==> src/rtl/stretch_pkg.sv <==
// Shared widths, pipeline depth and gain-FSM state encoding for the contrast stretch block.
package stretch_pkg;

    localparam int PIX_W    = 8;
    localparam int FRAC_W   = 16;
    localparam int KW       = PIX_W + FRAC_W;
    localparam int PW       = 2 * PIX_W + FRAC_W;
    localparam int PIPE_LAT = 3;

    typedef enum logic [1:0] {
        ST_IDLE = 2'd0,
        ST_WAIT = 2'd1,
        ST_DIV  = 2'd2,
        ST_DONE = 2'd3
    } gain_state_t;

endpackage

==> src/rtl/recip_div.sv <==
// Serial restoring divider: one quotient bit per clock, KW clocks per divide.
// Asserting start at any time (re)loads the operands.
module recip_div
    import stretch_pkg::*;
#(
    parameter int DW = PIX_W,
    parameter int KW = PIX_W + FRAC_W
) (
    input  logic          pixelclk,
    input  logic          reset_n,
    input  logic          start,
    input  logic [KW-1:0] num,
    input  logic [DW-1:0] den,
    output logic          busy,
    output logic          done,
    output logic [KW-1:0] quo
);

    localparam int CW = $clog2(KW + 1);

    logic [DW-1:0] r_rem;
    logic [KW-1:0] r_quo;
    logic [DW-1:0] r_den;
    logic [CW-1:0] r_cnt;
    logic          r_busy;
    logic          r_done;
    logic [DW:0]   w_trial;
    logic [DW:0]   w_sub;
    logic          w_ge;

    // The remainder is always below den, so DW+1 bits hold the shifted trial value.
    assign w_trial = {r_rem, r_quo[KW-1]};
    assign w_sub   = w_trial - {1'b0, r_den};
    assign w_ge    = (w_trial >= {1'b0, r_den});

    always_ff @(posedge pixelclk or negedge reset_n) begin
        if (!reset_n) begin
            r_busy <= 1'b0;
            r_done <= 1'b0;
            r_cnt  <= '0;
        end else if (start) begin
            r_busy <= 1'b1;
            r_done <= 1'b0;
            r_cnt  <= CW'(KW);
        end else if (r_busy) begin
            r_cnt  <= r_cnt - CW'(1);
            r_busy <= (r_cnt != CW'(1));
            r_done <= (r_cnt == CW'(1));
        end else begin
            r_done <= 1'b0;
        end
    end

    always_ff @(posedge pixelclk) begin
        if (start) begin
            r_rem <= '0;
            r_quo <= num;
            r_den <= den;
        end else if (r_busy) begin
            r_rem <= w_ge ? w_sub[DW-1:0] : w_trial[DW-1:0];
            r_quo <= {r_quo[KW-2:0], w_ge};
        end
    end

    assign busy = r_busy;
    assign done = r_done;
    assign quo  = r_quo;

endmodule

==> src/rtl/contrast_stretch.sv <==
// Linear contrast stretch: gain computed from previous-frame min/max during blanking, applied via a 3-stage pipeline.
// Build option STRETCH_ROUND_EN selects round-to-nearest instead of truncation in the final scaling stage.
module contrast_stretch
    import stretch_pkg::*;
#(
    parameter int DW = PIX_W,
    parameter int RW = FRAC_W
) (
    input  logic          pixelclk,
    input  logic          reset_n,
    input  logic [DW-1:0] din,
    input  logic          i_hsync,
    input  logic          i_vsync,
    input  logic          i_de,
    input  logic [DW-1:0] gray_max,
    input  logic [DW-1:0] gray_min,
    output logic [DW-1:0] dout,
    output logic          o_hsync,
    output logic          o_vsync,
    output logic          o_de,
    output logic          stale
);

    localparam int KB = DW + RW;
    localparam int PB = 2 * DW + RW;
    localparam int QB = PB - RW;
    localparam logic [DW-1:0] PIX_MAX = '1;
    localparam logic [KB-1:0] NUM     = {PIX_MAX, {RW{1'b0}}};

    gain_state_t   r_state, w_next;
    logic          r_vsync_d, w_vs_rise, w_vs_fall;
    logic          r_wait_cnt, w_snap, w_div_start, w_div_fin;
    logic [DW:0]   w_range;
    logic          w_range_ok;
    logic          w_div_busy, w_div_done;
    logic [KB-1:0] w_div_quo;
    logic [KB-1:0] r_pend_k, r_act_k;
    logic [DW-1:0] r_pend_min, r_pend_max, r_act_min, r_act_max;
    logic          r_pend_valid, r_act_valid, r_stale;
    logic [DW-1:0] w_d;
    logic [DW-1:0] r_d_p0, r_din_p0, r_din_p1, r_dout_p2;
    logic [KB-1:0] r_k_p0;
    logic [PB-1:0] r_prod_p1;
    logic          r_byp_p0, r_byp_p1;
    logic [2:0]    r_sync_p0, r_sync_p1, r_sync_p2;

    function automatic logic [DW-1:0] scale_sat(input logic [PB-1:0] p);
        logic [PB-1:0] t;
        logic [QB-1:0] q;
`ifdef STRETCH_ROUND_EN
        t = p + {{(PB-RW){1'b0}}, 1'b1, {(RW-1){1'b0}}};
`else
        t = p;
`endif
        q = t[PB-1:RW];
        if (q > {{(QB-DW){1'b0}}, PIX_MAX})
            return PIX_MAX;
        return q[DW-1:0];
    endfunction

    assign w_vs_rise  = i_vsync & ~r_vsync_d;
    assign w_vs_fall  = ~i_vsync & r_vsync_d;
    assign w_range    = {1'b0, gray_max} - {1'b0, gray_min};
    assign w_range_ok = ~w_range[DW] && (w_range != '0);

    always_ff @(posedge pixelclk or negedge reset_n) begin
        if (!reset_n) begin
            r_vsync_d  <= 1'b0;
            r_state    <= ST_IDLE;
            r_wait_cnt <= 1'b0;
        end else begin
            r_vsync_d  <= i_vsync;
            r_state    <= w_next;
            r_wait_cnt <= (r_state == ST_WAIT) && !w_vs_fall && !r_wait_cnt;
        end
    end

    // A vsync rise always aborts; a vsync fall always restarts the settle window.
    always_comb begin
        w_next = r_state;
        if (w_vs_rise) begin
            w_next = ST_IDLE;
        end else if (w_vs_fall) begin
            w_next = ST_WAIT;
        end else begin
            case (r_state)
                ST_WAIT: if (r_wait_cnt) w_next = w_range_ok ? ST_DIV : ST_DONE;
                ST_DIV:  if (w_div_done && !w_div_busy) w_next = ST_DONE;
                ST_DONE: w_next = ST_IDLE;
                default: w_next = r_state;
            endcase
        end
    end

    always_comb begin
        w_snap      = (r_state == ST_WAIT) && r_wait_cnt && !w_vs_rise && !w_vs_fall;
        w_div_start = w_snap && w_range_ok;
        w_div_fin   = (r_state == ST_DIV) && w_div_done && !w_div_busy && !w_vs_rise && !w_vs_fall;
    end

    recip_div #(.DW(DW), .KW(KB)) u_div (
        .pixelclk (pixelclk),
        .reset_n  (reset_n),
        .start    (w_div_start),
        .num      (NUM),
        .den      (w_range[DW-1:0]),
        .busy     (w_div_busy),
        .done     (w_div_done),
        .quo      (w_div_quo)
    );

    always_ff @(posedge pixelclk or negedge reset_n) begin
        if (!reset_n) begin
            r_pend_valid <= 1'b0;
            r_act_valid  <= 1'b0;
            r_stale      <= 1'b0;
        end else begin
            if (w_snap)
                r_pend_valid <= 1'b0;
            else if (w_div_fin)
                r_pend_valid <= 1'b1;
            if (w_vs_rise) begin
                if (r_state == ST_IDLE)
                    r_act_valid <= r_pend_valid;
                r_stale <= (r_state != ST_IDLE);
            end
        end
    end

    always_ff @(posedge pixelclk) begin
        if (w_snap) begin
            r_pend_min <= gray_min;
            r_pend_max <= gray_max;
        end
        if (w_div_fin)
            r_pend_k <= w_div_quo;
        if (w_vs_rise && (r_state == ST_IDLE)) begin
            r_act_k   <= r_pend_k;
            r_act_min <= r_pend_min;
            r_act_max <= r_pend_max;
        end
    end

    always_comb begin
        w_d = '0;
        if (din < r_act_min)
            w_d = '0;
        else if (din > r_act_max)
            w_d = r_act_max - r_act_min;
        else
            w_d = din - r_act_min;
    end

    // Stage 0: clamp and offset; gain travels with the sample
    always_ff @(posedge pixelclk) begin
        r_d_p0   <= w_d;
        r_din_p0 <= din;
        r_k_p0   <= r_act_k;
    end

    // Stage 1: multiply by fixed-point gain
    always_ff @(posedge pixelclk) begin
        r_prod_p1 <= {{(PB-DW){1'b0}}, r_d_p0} * {{(PB-KB){1'b0}}, r_k_p0};
        r_din_p1  <= r_din_p0;
    end

    // Stage 2: scale, saturate or bypass; syncs realigned with the data
    always_ff @(posedge pixelclk or negedge reset_n) begin
        if (!reset_n) begin
            r_byp_p0  <= 1'b1;
            r_byp_p1  <= 1'b1;
            r_sync_p0 <= '0;
            r_sync_p1 <= '0;
            r_sync_p2 <= '0;
            r_dout_p2 <= '0;
        end else begin
            r_byp_p0  <= ~r_act_valid;
            r_byp_p1  <= r_byp_p0;
            r_sync_p0 <= {i_hsync, i_vsync, i_de};
            r_sync_p1 <= r_sync_p0;
            r_sync_p2 <= r_sync_p1;
            r_dout_p2 <= r_byp_p1 ? r_din_p1 : scale_sat(r_prod_p1);
        end
    end

    assign dout    = r_dout_p2;
    assign o_hsync = r_sync_p2[2];
    assign o_vsync = r_sync_p2[1];
    assign o_de    = r_sync_p2[0];
    assign stale   = r_stale;

endmodule
==> config.mk <==
export PLATFORM = sky130hd
export DESIGN_NAME = contrast_stretch
export DESIGN_NICKNAME = d
export VERILOG_FILES = /design/src/rtl/stretch_pkg.sv /design/src/rtl/recip_div.sv /design/src/rtl/contrast_stretch.sv
export SDC_FILE = /design/constraint.sdc
export NUM_CORES = 1
export LEC_CHECK = 0
export ABC_AREA = 1
export CORE_ASPECT_RATIO = 1.4
export CORE_MARGIN = 5
export CORE_UTILIZATION = 39
export CTS_CLUSTER_SIZE = 14
export DETAILED_ROUTE_END_ITERATION = 10
export GPL_TIMING_DRIVEN = 0
export PLACE_DENSITY = 0.58
export REMOVE_ABC_BUFFERS = 1
export SKIP_CTS_REPAIR_TIMING = 1
export SLEW_MARGIN = 15
export SYNTH_ARGS = -nofsm -noshare
export SYNTH_HDL_FRONTEND = slang
export SYNTH_SLANG_ARGS = --single-unit
==> constraint.sdc <==
create_clock -name pixelclk -period 13.4 [get_ports pixelclk]
set_input_delay 2.01 -clock pixelclk [delete_from_list [all_inputs] [get_ports pixelclk]]
set_output_delay 2.01 -clock pixelclk [all_outputs]
set_load 0.02 [all_outputs]
==> out/results.ini, run 1 <==
[status]
outcome=finished, final reports clean

[logic_synthesis]
synthArstFlopShare=0.1481
yosys.area.top_type=fa_1
synth.top_cell.area_share=0.1830
synth_common_cells=nand2_1, inv_1, fa_1, ha_1, dfxtp_1
synth_area_leaders=fa_1, edfxtp_1, dfxtp_1, nand2_1, inv_1
ys_seq_elements=216
synth_cell_types=49
ys_warn_count=0
synth_most_common_cell=nand2_1
syn_area_per_cell_um2=8.582
syn-instance-count=1721
synth_area_um2=14770
seq_area_frac_synth=0.3634
synth_top_flop_cell=dfxtp_1
synth_enable_flop_cells=88

[cells_and_area]
layout-drive-gt1-share=0.03883
nets=1997
area_growth_pct=10.12
num_antenna_cells=0
layoutNonFillerInstCount=2224

[cts]
cts.path.max_buffers=3
clock_sink_count=216
h-tree-depth=1
numCtsBuffers=23
cts.reportedPaths.clkPinSlew_ns=0.06
cts_root_buf=clkbuf_16
cts_tree=done
clock_latency_ns=0.51

[global_route]
grt_overflow=0
grt.total_usage=0.1447
grt_start_max_net_pins=43
grt_antenna_before_repair=0
grt_first_pass_wirelength_um=50700
first_global_vias=10760

[place]
hpwl_um=23310
gp_congestion=0.8758
portBuffers=40
place_inst=2184
place_ws_ns=8.296

[timing]
fmax_mhz=194.1
finalHoldViolations=0
fin_crit_ns=5.152
fin_ws_ns=8.248
setup_viol_count_final=0
fin_crit_sh=0.3845
fin_skew_ns=0.01164
drv_slew=0
tightest_slew_ns=1.208
slew_headroom=0.1935
fin_setup_tns_ns=0
rsz0062_at_grt=no

[power_and_ir_drop]
p_leak_uw=0.008676
power_per_cell_area_nw_per_um2=185.2
peakVddDrop_v=0.0001167

[drt]
ant_nets=0
via_count=10340
viasPerCell=4.647
drc=0
drt_iter0_drc=476
drt_first_pass_iters=5
wl_per_cell_um=13.25
wirelength_um=29480

[min_path]
min_path_cells=0
hold_class=reg -> reg

[floorplan]
row_count=84
io_pins=41
die_x_um=174.5
dieArea_um2=41920
start_util=0.3936
coreArea_um2=37520
die_y_um=240.3

[critical_path]
crit_required_ns=13.80
path_class=reg -> reg
arrival_ns=5.55
cp-end-kind=flip-flop
cp-start-kind=flip-flop
cp_max_fo=24
reg2reg_depth=16

[run]
maxCapViolCount=0

-- final timing paths --
kind                                      end  slack (ns)   startpoint
worst min-delay path              r_din_p1[5]        0.32  r_din_p0[5]
worst max-delay path            r_prod_p1[26]        8.25    r_d_p0[3]
worst min register to register    r_din_p1[5]        0.32  r_din_p0[5]
min in group asynchronous        r_sync_p0[2]        1.34      reset_n
worst max register to register  r_prod_p1[26]        8.25    r_d_p0[3]
max in group asynchronous            r_byp_p0       11.58      reset_n
-- critical path: stages, from the launching register on --
cell      delay [ns]
dfxtp_1         1.11
nand2_1         0.10
inv_1           0.12
fa_1            0.45
fa_1            0.48
fa_1            0.54
inv_1           0.05
fa_1            0.52
inv_1           0.04
ha_1            0.35
a21oi_1         0.21
a21boi_0        0.31
o21ai_0         0.24
a211oi_1        0.31
nand2_1         0.08
nand2_1         0.06
nand2_1         0.05
-- flip-flops by register name (all words and copies together), names as in the netlist, 16 cells and up --
name,flops
u_div.quo,24
r_pend_k,24
r_k_p0,24
r_prod_p1,16
r_act_k,24
-- layout by cell type (no fill, tap or decap), types with 2 or more instances in the layout --
master	n
clkinv_1	5
xnor2_1	7
fa_1	135
clkbuf_16	23
nand3_2	5
dfxtp_1	96
clkbuf_1	3
a21o_1	4
o21a_1	3
clkinvlp_4	2
ha_1	97
buf_12	2
nand2_2	5
nor3_2	2
clkdlybuf4s50_1	39
and3_1	2
clkinv_2	2
a21oi_1	76
dfrtp_1	29
inv_1	426
dfstp_2	2
o21ai_2	2
a31oi_1	2
nand2_1	435
o211ai_1	12
o21bai_1	5
nor2_1	76
edfxtp_1	88
a21boi_0	2
nand4_1	13
a21oi_2	2
nand3b_1	4
o21ai_0	44
or2_2	6
nand3_1	47
nor3_1	9
o22ai_1	2
xor2_1	14
nor4_1	2
-- cells by family after synthesis --
family / share of synthesized area
compound gates: 0.06261
xor+xnor: 0.01245
simple gates: 0.1700
buf+inv: 0.1263
fa+ha+maj: 0.2652
flops: 0.3634
-- power by group --
part	switching (uW)	internal (uW)	total [uW]
registers	134	822	956
logic	916	549	1460
clock network	250	342	592
total	1300	1710	3010
-- routing by layer --
metal,global-route usage,share of wire
met5,0,0
met4,0.04634,0.025
met3,0.01636,0.030
met2,0.2756,0.53
met1,0.1692,0.41
-- final cells by class --
type,count,area [um^2]
multi-input combinational,1024,7541
timing repair buffer,43,442.9
tap,473,591.8
sequential,216,5369
clock inverter,13,111.4
fill,3699,21260
clock buffer,27,600.6
inverter,428,1607
-- per-stage QoR --
step / hold WS (ns) / area, um^2 / total power (uW) / utilization
floorplan: 0.3096 / 14510 / 2036 / -
global placement: 0.3123 / 15500 / 2423 / 0.4132
detailed placement: 0.3135 / 15550 / 2447 / 0.4145
CTS: 0.3216 / 16260 / 3063 / 0.4334
global route: 0.3284 / 16260 / 3331 / 0.4334
finish: 0.3214 / 16260 / 3012 / 0.4334
No activity file was read; power rests on OpenSTA's default activity.
==> run 2, diff against run 1 <==
==> constraint.sdc (replaced) <==
create_clock -name pixelclk -period 4.9 [get_ports pixelclk]
set_input_delay 0.735 -clock pixelclk [delete_from_list [all_inputs] [get_ports pixelclk]]
set_output_delay 0.735 -clock pixelclk [all_outputs]
set_load 0.02 [all_outputs]
==> run 2 against run 1 <==
Net effect:
- clock power grew to 2.7 times the previous value
- power grew to 2.7 times the previous value
- wire length is 0.12% higher
- utilization is 0.063 points higher
==> out/results.ini, run 2 (synthesized netlist as in run 1, its figures left out) <==
[cts]
clock_sink_count=216
cts_root_buf=clkbuf_16
numCtsBuffers=23
h-tree-depth=1
cts_tree=done
clock_latency_ns=0.51
cts.path.max_buffers=3
cts.reportedPaths.clkPinSlew_ns=0.06

[min_path]
hold_class=in -> async

[power_and_ir_drop]
swShare=0.4313
p_int_uw=4684
clkPwrFrac=0.196
switching_power_uw=3552
power_per_cell_area_nw_per_um2=505.7
peakVddDrop_v=0.0003195
p_seq_frac=0.318
p_leak_uw=0.008680
p_comb_frac=0.485

[global_route]
grt.total_usage=0.1447
grt_antenna_before_repair=0
grt_first_pass_wirelength_um=50700
first_global_vias=10760
grt_start_max_net_pins=43
grt_overflow=0

[drt]
drt_first_pass_iters=5
via_count=10350
drt_iter0_drc=470
drc=0
ant_nets=0
viasPerCell=4.654
wirelength_um=29510
wl_per_cell_um=13.27

[floorplan]
dieArea_um2=41920
die_x_um=174.5
row_count=84
die_y_um=240.3
io_pins=41
coreArea_um2=37520
start_util=0.3936

[cells_and_area]
num_antenna_cells=0
fill_cells=3693
final_area_um2=16290
utilization=0.4341
nets=1997
area_growth_pct=10.28
layout-drive-gt1-share=0.04283
final_cell_mix=nand2_1, inv_1, fa_1
final_common_cell=nand2_1

[place]
place_area_um2=15550
hpwl_um=23310
gp_congestion=0.8758
portBuffers=40

[critical_path]
path_class=reg -> reg
max_stage_delay_ns=0.56
crit_path_frequent_cell=nand2_1
arrival_ns=4.92
cp-end-kind=flip-flop
cp_top_family=adder cells
cp-start-kind=flip-flop
crit_buf_inv=3
crit_path_cell_trace=nand2_1 -> fa_1 -> inv_1 -> fa_1 -> fa_1 -> inv_1 -> fa_1 -> inv_1 -> ha_1 -> a21oi_1 -> o21ai_0 -> a21oi_1 -> nand2_1 -> a31oi_1 -> nand2_1 -> nand2_1 -> nand2_1
cp_max_fo=8
slowest_stage=dfxtp_1
crit_required_ns=5.30

[timing]
slew_headroom=0.3418
tightest_slew_ns=0.9813
fin_crit_ns=4.523
finalHoldViolations=0
whs_ns=0.06340
setup_viol_count_final=0
fin_crit_sh=0.9231
fin_skew_ns=0.01262
rsz0062_at_grt=no
fmax_mhz=221.1
drv_slew=0

[status]
outcome=finished, final reports clean

[run]
maxCapViolCount=0

==> run 2: cell count changes in the layout (fill, tap and decap cells not counted) <==
cell      previous run  this run
dfxtp_2              0         1
a21boi_0             2         1
dfxtp_4              0         6
dfxtp_1             96        89
a21boi_1             0         1
==> run 2: metal layers <==
metal / GRT usage / routed length (um) / vias up / part of all wire
met5: 0 / 0 / - / 0
met4: 0.04634 / 729 / 0 / 0.025
met3: 0.01636 / 926 / 43 / 0.031
met2: 0.2756 / 15710 / 153 / 0.53
met1: 0.1692 / 12150 / 4929 / 0.41
li1: - / - / 5225 / -
==> run 2: stage by stage <==
stage	cells	worst slack [ns]	power, uW	TNS, ns
CTS	2224	-0.2258	8377	-0.9030
global placement	2181	-0.7154	6626	-14.81
finish	2224	0.3768	8237	0
global route	2224	0.04841	9111	0
detailed placement	2184	-0.2037	6691	-0.7727
floorplan	1668	0.6429	5568	0
==> run 2: power groups by stage <==
| stage | sequential, uW | combinational, uW | clock [uW] |
|---|---|---|---|
| 4_1_cts | 2620 | 4080 | 1680 |
| 5_1_grt | 2670 | 4670 | 1770 |
| 2_1_floorplan | 2520 | 3050 | 0 |
| 6_report | 2620 | 4000 | 1620 |
| 3_5_place_dp | 2650 | 4040 | 0 |
| 3_3_place_gp | 2650 | 3980 | 0 |
==> run 2: path summary, 6_finish.rpt <==
path	start	to	slack, ns	depth (start not counted)
hold reg to reg	r_din_p0[5]	r_din_p1[5]	0.32	0
setup / recovery	r_k_p0[18]	r_prod_p1[30]	0.38	17
hold / removal	reset_n	r_sync_p0[2]	0.06	1
max in group asynchronous	reset_n	r_byp_p0	4.35	2
min in group pixelclk	r_din_p0[5]	r_din_p1[5]	0.32	0
setup reg to reg	r_k_p0[18]	r_prod_p1[30]	0.38	17
==> run 2: final cells by class <==
type,instances,area [um^2],area share
Multi-Input combinational cell,1024,7541,0.4630
Sequential cell,216,5393,0.3311
Inverter,428,1607,0.09864
Clock buffer,27,600.6,0.03687
Tap cell,473,591.8,0.03634
Timing Repair Buffer,43,442.9,0.02720
Clock inverter,13,111.4,0.006837
==> run 3, diff against run 2 <==
--- a/config.mk
+++ b/config.mk
@@ -13,7 +13,6 @@
 export DETAILED_ROUTE_END_ITERATION = 10
 export GPL_TIMING_DRIVEN = 0
 export PLACE_DENSITY = 0.58
-export REMOVE_ABC_BUFFERS = 1
 export SKIP_CTS_REPAIR_TIMING = 1
 export SLEW_MARGIN = 15
 export SYNTH_ARGS = -nofsm -noshare
==> run 3 against run 2 <==
Net effect:
- largest power group unchanged
- wire length is 16% higher
- largest cell class unchanged
- power is 5.8% higher
- highest routed layer unchanged
- via count is 3.4% higher
==> out/results.ini, run 3 (synthesized netlist as in run 1, its figures left out) <==
[status]
outcome=finished, final reports clean

[min_path]
hold_class=in -> async

[timing]
fin_crit_sh=0.9552
rsz0062_at_grt=no
fmax_mhz=213.6
setup_viol_count_final=0
fin_skew_ns=0.02202
tightest_slew_ns=0.8620
fin_crit_ns=4.681
slew_headroom=0.4247
finalHoldViolations=0
drv_slew=0

[critical_path]
cp_max_fo=10
cp-start-kind=flip-flop
crit_buf_inv=5
r2r-end=r_prod_p1[26]
worstReg2RegStart=r_d_p0[7]
arrival_ns=5.06
startpoint=r_d_p0[7]
max_stage_delay_ns=0.56
reg2reg_depth=18
slowest_stage=fa_1
rrSetupSlack_ns=0.22
path_depth=18
crit_end=r_prod_p1[26]
cp_top_family=adder cells
crit_path_cell_trace=buf_4 -> nand2_1 -> fa_1 -> inv_1 -> fa_1 -> fa_1 -> inv_1 -> fa_1 -> inv_1 -> ha_1 -> nand2_1 -> nor2_1 -> inv_1 -> nor2_2 -> and3_1 -> nand2_1 -> nand3_1 -> nand2_1
path_class=reg -> reg
crit_required_ns=5.28
cp-end-kind=flip-flop

[global_route]
grt_first_pass_wirelength_um=56750
grt_antenna_before_repair=0
first_global_vias=11490
grt_overflow=0
grt.total_usage=0.1684
grt_start_max_net_pins=39

[drt]
drc=0
drt_iter0_drc=520
wirelength_um=34200
drt_first_pass_iters=5
wl_per_cell_um=15.01
viasPerCell=4.697
ant_nets=0
via_count=10700

[cts]
h-tree-depth=1
clock_latency_ns=0.52
cts_root_buf=clkbuf_16
cts.reportedPaths.clkPinSlew_ns=0.07
clock_sink_count=216
numCtsBuffers=23
cts_tree=done
cts.path.max_buffers=3

[cells_and_area]
area_growth_pct=12.94
num_antenna_cells=0
nets=2049
layoutNonFillerInstCount=2278
utilization=0.4446
layout-drive-gt1-share=0.06094
final_cell_mix=nand2_1, inv_1, fa_1
final_common_cell=nand2_1

[place]
gp_congestion=0.9250
hpwl_um=27530
place_inst=2237
portBuffers=40

[floorplan]
row_count=84
die_x_um=174.5
coreArea_um2=37520
io_pins=41
die_y_um=240.3
dieArea_um2=41920
start_util=0.3936

[power_and_ir_drop]
power_per_cell_area_nw_per_um2=522.3
p_leak_uw=0.008900
peakVddDrop_v=0.0002690

[run]
maxCapViolCount=0

[logic_synthesis]
synth_nets=1982

run 3: cell count changes in the layout (fill, tap and decap cells not counted), moves of 4 or more:
cell	before	now
buf_4	1	5
buf_6	0	5
clkbuf_1	3	28
clkbuf_2	0	12
clkbuf_4	0	4
dfxtp_4	6	2
run 3: where the power goes:
group          switching (uW)  total, uW  internal [uW]
Clock                     712       1840           1130
Sequential                228       2500           2270
Combinational            2790       4380           1590
run 3: how the worst min path moves through the flow:
stage	slack, ns	depth (start not counted)	endpoint	start
3_3_place_gp	0.31	0	r_din_p1[4]	r_din_p0[4]
6_report	0.03	1	dout[5]	reset_n
2_1_floorplan	0.31	0	r_din_p1[0]	r_din_p0[0]
5_1_grt	0.01	1	dout[5]	reset_n
3_5_place_dp	0.31	0	r_din_p1[2]	r_din_p0[2]
4_1_cts	0.005	1	dout[5]	reset_n
run 3: layer usage:
metal	GRT usage	part of all wire	vias up
met5	0	0	-
met4	0.07803	0.054	0
met3	0.01714	0.030	88
met2	0.3321	0.54	185
met1	0.1781	0.37	5094
li1	-	-	5333
run 3: cell type report:
cell class | count | area, um^2
Fill cell | 3647 | 20840
Multi-Input combinational cell | 1024 | 7559
Sequential cell | 216 | 5380
Inverter | 428 | 1607
Clock buffer | 29 | 628.1
Tap cell | 473 | 591.8
Timing Repair Buffer | 43 | 442.9
Buffer | 52 | 290.3
Clock inverter | 13 | 182.7
run 3: per-stage QoR:
| step | worst slack (ns) | cell area (um^2) | total power, uW | hold slack, ns | TNS, ns |
|---|---|---|---|---|---|
| finish | 0.2193 | 16680 | 8712 | 0.02727 | 0 |
| global route | 0.02284 | 16680 | 9582 | 0.01124 | 0 |
| CTS | -0.3683 | 16620 | 8800 | 0.005429 | -2.781 |
| detailed placement | -0.3594 | 15810 | 6897 | 0.3128 | -2.323 |
| global placement | -0.3497 | 15760 | 6832 | 0.3116 | -4.646 |
| floorplan | 0.6714 | 14770 | 5667 | 0.3096 | 0 |
run 3: worst reg2reg max path, cell delays in order, from the launching register on:
cell and delay (ns):
dfxtp_2 0.45, buf_4 0.26, nand2_1 0.11, fa_1 0.56, inv_1 0.06, fa_1 0.51, fa_1 0.54, inv_1 0.05
fa_1 0.54, inv_1 0.05, ha_1 0.37, nand2_1 0.13, nor2_1 0.23, inv_1 0.10, nor2_2 0.15, and3_1 0.17
nand2_1 0.08, nand3_1 0.09, nand2_1 0.09
